**config.mk**
```make
export PLATFORM = sky130hd
export DESIGN_NAME = invader_march_ctrl
export DESIGN_NICKNAME = d
export VERILOG_FILES = /design/src/rtl/invader_march_ctrl.sv
export SDC_FILE = /design/constraint.sdc
export NUM_CORES = 1
export LEC_CHECK = 0
export ABC_AREA = 1
export ABC_CLOCK_PERIOD_IN_PS = 2450
export BUFFER_PORTS_ARGS = -buffer_cell sky130_fd_sc_hd__buf_2
export CAP_MARGIN = 20
export CORE_MARGIN = 5
export CORE_UTILIZATION = 57
export CTS_CLUSTER_DIAMETER = 30
export DETAILED_ROUTE_END_ITERATION = 6
export GPL_ROUTABILITY_DRIVEN = 0
export HOLD_SLACK_MARGIN = 0.08
export PLACE_DENSITY = 0.77
export REMOVE_ABC_BUFFERS = 1
export SETUP_SLACK_MARGIN = 0.2
export SLEW_MARGIN = 0
export SYNTH_ARGS = -nofsm -noshare
export SYNTH_HDL_FRONTEND = slang
export SYNTH_SLANG_ARGS = --single-unit
```
**constraint.sdc**
```tcl
create_clock -name CLK -period 2.45 [get_ports CLK]
set_clock_uncertainty 0.15 [all_clocks]
set_input_delay 0.1225 -clock CLK [delete_from_list [all_inputs] [get_ports CLK]]
set_output_delay 0.1225 -clock CLK [all_outputs]
set_load 0.02 [all_outputs]
```
**src/rtl/invader_march_ctrl.sv**
```systemverilog
// Alien formation march sequencer: counts frame ticks while the game runs, then
// steps the formation sideways, drops it a row at each edge, and flags invasion.
module invader_march_ctrl #(
    parameter logic [9:0] X_INIT     = 10'd32,
    parameter logic [9:0] Y_INIT     = 10'd48,
    parameter logic [9:0] X_STEP     = 10'd8,
    parameter logic [9:0] X_MIN      = 10'd16,
    parameter logic [9:0] X_MAX      = 10'd400,
    parameter logic [9:0] Y_STEP     = 10'd16,
    parameter logic [9:0] Y_LIMIT    = 10'd400,
    parameter logic [5:0] MIN_PERIOD = 6'd2
) (
    input  logic       CLK,
    input  logic       RST,
    input  logic       En,
    input  logic       Tick,
    input  logic [5:0] Alive,
    output logic [9:0] X_pos,
    output logic [9:0] Y_pos,
    output logic       Dir,
    output logic       Step,
    output logic       Invaded
);

    typedef enum logic [2:0] {
        IDLE    = 3'd0,
        WAIT    = 3'd1,
        MOVE    = 3'd2,
        DESCEND = 3'd3,
        DONE    = 3'd4
    } state_t;

    state_t     state_q;
    logic [9:0] x_q;
    logic [9:0] y_q;
    logic       dir_q;
    logic       step_q;
    logic       invaded_q;
    logic [6:0] cnt_q;

    logic [6:0]  period_d;
    logic [6:0]  period_m1_d;
    logic [10:0] x_right_d;
    logic [10:0] x_left_min_d;
    logic [10:0] y_next_d;
    logic        in_range_d;
    logic        invade_d;

    // Period is widened to 7 bits so MIN_PERIOD + 55 cannot wrap.
    assign period_d     = {1'b0, MIN_PERIOD} + {1'b0, Alive};
    assign period_m1_d  = period_d - 7'd1;
    assign x_right_d    = {1'b0, x_q} + {1'b0, X_STEP};
    assign x_left_min_d = {1'b0, X_MIN} + {1'b0, X_STEP};
    assign in_range_d   = dir_q ? (x_right_d <= {1'b0, X_MAX})
                                : ({1'b0, x_q} >= x_left_min_d);
    assign y_next_d     = {1'b0, y_q} + {1'b0, Y_STEP};
    assign invade_d     = (y_next_d >= {1'b0, Y_LIMIT});

    always_ff @(posedge CLK or posedge RST) begin
        if (RST) begin
            state_q   <= IDLE;
            x_q       <= X_INIT;
            y_q       <= Y_INIT;
            dir_q     <= 1'b1;
            step_q    <= 1'b0;
            invaded_q <= 1'b0;
            cnt_q     <= 7'd0;
        end else begin
            step_q <= 1'b0;
            // Leaving the game outranks every other transition, even a due step.
            if (state_q != IDLE && !En) begin
                state_q   <= IDLE;
                x_q       <= X_INIT;
                y_q       <= Y_INIT;
                dir_q     <= 1'b1;
                invaded_q <= 1'b0;
                cnt_q     <= 7'd0;
            end else begin
                case (state_q)
                    IDLE: begin
                        if (En) begin
                            state_q <= WAIT;
                        end
                    end
                    WAIT: begin
                        if (Tick && (Alive != 6'd0)) begin
                            if (cnt_q >= period_m1_d) begin
                                cnt_q   <= 7'd0;
                                state_q <= in_range_d ? MOVE : DESCEND;
                            end else begin
                                cnt_q <= cnt_q + 7'd1;
                            end
                        end
                    end
                    MOVE: begin
                        x_q     <= dir_q ? (x_q + X_STEP) : (x_q - X_STEP);
                        step_q  <= 1'b1;
                        state_q <= WAIT;
                    end
                    DESCEND: begin
                        y_q    <= y_next_d[9:0];
                        dir_q  <= ~dir_q;
                        step_q <= 1'b1;
                        if (invade_d) begin
                            invaded_q <= 1'b1;
                            state_q   <= DONE;
                        end else begin
                            state_q <= WAIT;
                        end
                    end
                    DONE: begin
                        state_q <= DONE;
                    end
                    default: begin
                        state_q <= IDLE;
                    end
                endcase
            end
        end
    end

    assign X_pos   = x_q;
    assign Y_pos   = y_q;
    assign Dir     = dir_q;
    assign Step    = step_q;
    assign Invaded = invaded_q;

endmodule

```
==> flow_summary.yaml <==
run_status:
  run_status: "finished, final reports clean"
synthesis:
  synth_cell_type_count: 31
  postSynthAreaPerCell_sq_um: 7.23
  synth_cells: 279
  ys_seq_area_frac: 0.325
  synth_area_sq_um: 2020
  ys_seq_elements: 26
  synth_warnings: 0
global_route:
  antenna_found_initial: 0
  grt_max_degree: 27
  grt_pass1_vias: 1631
  grt-ovfl-total: 0
  grt_pass1_wl_microns: 7000
  grt_usage: 0.170
finish:
  diodes: 0
  area_growth_pct: 14.8
  fillCellCount: 309
  nNetsFinal: 348
  drive_above_1_share: 0.179
clock_tree:
  cts_tree: "built"
  htree_levels: 1
  path_clk_slew_ns: 0.15
  clk_path_buf_depth: 2
  clockRootBuffer: "clkbuf_4"
  clk_latency_ns: 0.33
  cts_made_buffers: 3
  numClockSinks: 26
die:
  rows: 21
  start_util: 0.595
  die_y_microns: 69.5
  core_sq_um: 3390
  io_pins: 33
  die_area_sq_um: 4830
  die_w_microns: 69.5
flow_run:
  cap_violations: 0
place:
  dp_hpwl_microns: 3160
  port-buffer-count: 25
  dp_slack_ns: 0.328
sta:
  finalHoldViolCount: 0
  max_freq_mhz: 465
  slew_viol_final: 0
  tns_ns: 0
  period_needed_ns: 2.15
  fin_crit_sh: 0.878
  rsz0062_at_grt: "yes"
  fin_ws_ns: 0.300
  setup-violations-final: 0
  fin_hold_ws_ns: 0.204
min_path:
  hold_class: "in2async"
critical_path:
  critPathCaptureType: "flop"
  startpoint_type: "flop"
  arrival_ns: 2.23
  worstPathMaxFanout: 6
  critical_path_class: "reg2reg"
  crit_required_ns: 2.53
routing:
  avgViaCountPerCell: 5.08
  dr.pass1.iters: 4
  drt-wirelength-per-cell_microns: 11.5
  drtIter0Drc: 128
  vias: 1848
  drc_errors: 0
  ant_nets: 0
  wl_microns: 4180
power:
  vdd_drop_max_mv: 0.383
  p_leak_uw: 0.00122
  powerDensity_nw_per_um2: 724
layer usage:
metal	share of wire	global-route usage
met1	0.49	0.236
met2	0.46	0.279
met3	0.050	0.0290
met4	0.0077	0.0325
met5	0	0
cell families (layout without fill, tap and decap cells):
logic type      after synthesis  after routing  synth area share
fa+ha+maj                    19             19             0.122
compound gates               41             41             0.112
xor+xnor                     11             11            0.0478
simple gates                129            129             0.282
other cells                   1              7           0.00186
flops                        26             26             0.325
buf+inv                      52             85             0.110
through the flow:
step / power [uW] / util / instance area (sq um) / std cells
6_report: 1680 / 0.683 / 2320 / 364
5_1_grt: 1830 / 0.683 / 2320 / 364
4_1_cts: 1560 / 0.662 / 2240 / 357
3_5_place_dp: 1330 / 0.642 / 2180 / 350
3_3_place_gp: 1310 / 0.642 / 2180 / 350
2_1_floorplan: 1160 / - / 1990 / 278
where the power goes:
part | total, uW | internal, uW | switching [uW]
clock | 228 | 91.1 | 137
combinational | 848 | 339 | 509
sequential | 601 | 507 | 94.5
sequential cells by signal (all words and copies together), names as in the netlist:
signal	count
state_q	3
cnt_q	7
Invaded	1
Dir	1
Step	1
X_pos	7
Y_pos	6
cells in the mapped netlist (all sizes together):
master | count | area (sq um)
o21ai | 19 | 95.1
nand3b | 3 | 22.5
a22o | 1 | 8.76
inv | 44 | 165
nor3 | 4 | 25.0
dfstp | 4 | 105
and2 | 1 | 6.26
ha | 18 | 225
buf | 7 | 52.6
xnor2 | 4 | 35.0
xor2 | 7 | 61.3
nand4 | 5 | 31.3
o22ai | 5 | 31.3
nand2 | 65 | 244
conb | 1 | 3.75
nor2 | 29 | 124
o21bai | 1 | 7.51
clkinv | 1 | 3.75
o211ai | 1 | 7.51
nand3 | 22 | 115
o21a | 1 | 7.51
a21oi | 13 | 68.8
dfrtp | 22 | 551
fa | 1 | 20.0
worst paths after layout:
path                       slack (ns)  cells after the start    endpoint      from
hold / removal                   0.20                      4    cnt_q[1]       RST
setup / recovery                 0.30                      9    X_pos[9]       Dir
setup reg to reg                 0.30                      9    X_pos[9]       Dir
max in group asynchronous        1.63                      4    X_pos[5]       RST
hold reg to reg                  0.39                      2     Invaded   Invaded
min in group CLK                 0.23                      6  state_q[1]  Alive[3]
area by class of cell:
cell class	count	area, sq um	share of cell area
inverters	45	173	0.0746
clock buffers	4	36.3	0.0157
multi-input cells	207	1180	0.509
flip-flops and latches	26	656	0.283
well taps	46	57.6	0.0249
repair buffers	36	215	0.0929
worst max-delay path, stage by stage (launching register included):
cell	delay, ns
dfstp_2	0.63
clkinvlp_4	0.17
fa_1	0.43
nand3_1	0.09
nand3_1	0.09
nand2_1	0.10
nand2_1	0.06
a21oi_1	0.14
and2_1	0.14
o21ai_1	0.05
layout by cell type, fill, tap and decap left out, types with 4 or more instances in the layout:
cell and n:
o21ai_1 8, xnor2_1 4, conb_1 7, nand4_1 5, o22ai_1 5, nand2_1 65
inv_1 37, buf_4 8, xor2_1 7, dfstp_2 4, buf_2 25, nand3_1 21
o21ai_0 11, dfrtp_1 22, ha_1 17, nor2_1 25, inv_2 6, a21oi_1 11
repair_timing:
item | 4_1_cts | 5_1_grt
endpoints found under the hold margin | 35 | 0
hold buffers | 3 | 0
setup endpoints to repair | 0 | 2
buffers inserted | 0 | 7
gates resized for setup | 0 | 3
Note: power is estimated with default switching activity, not from simulation.
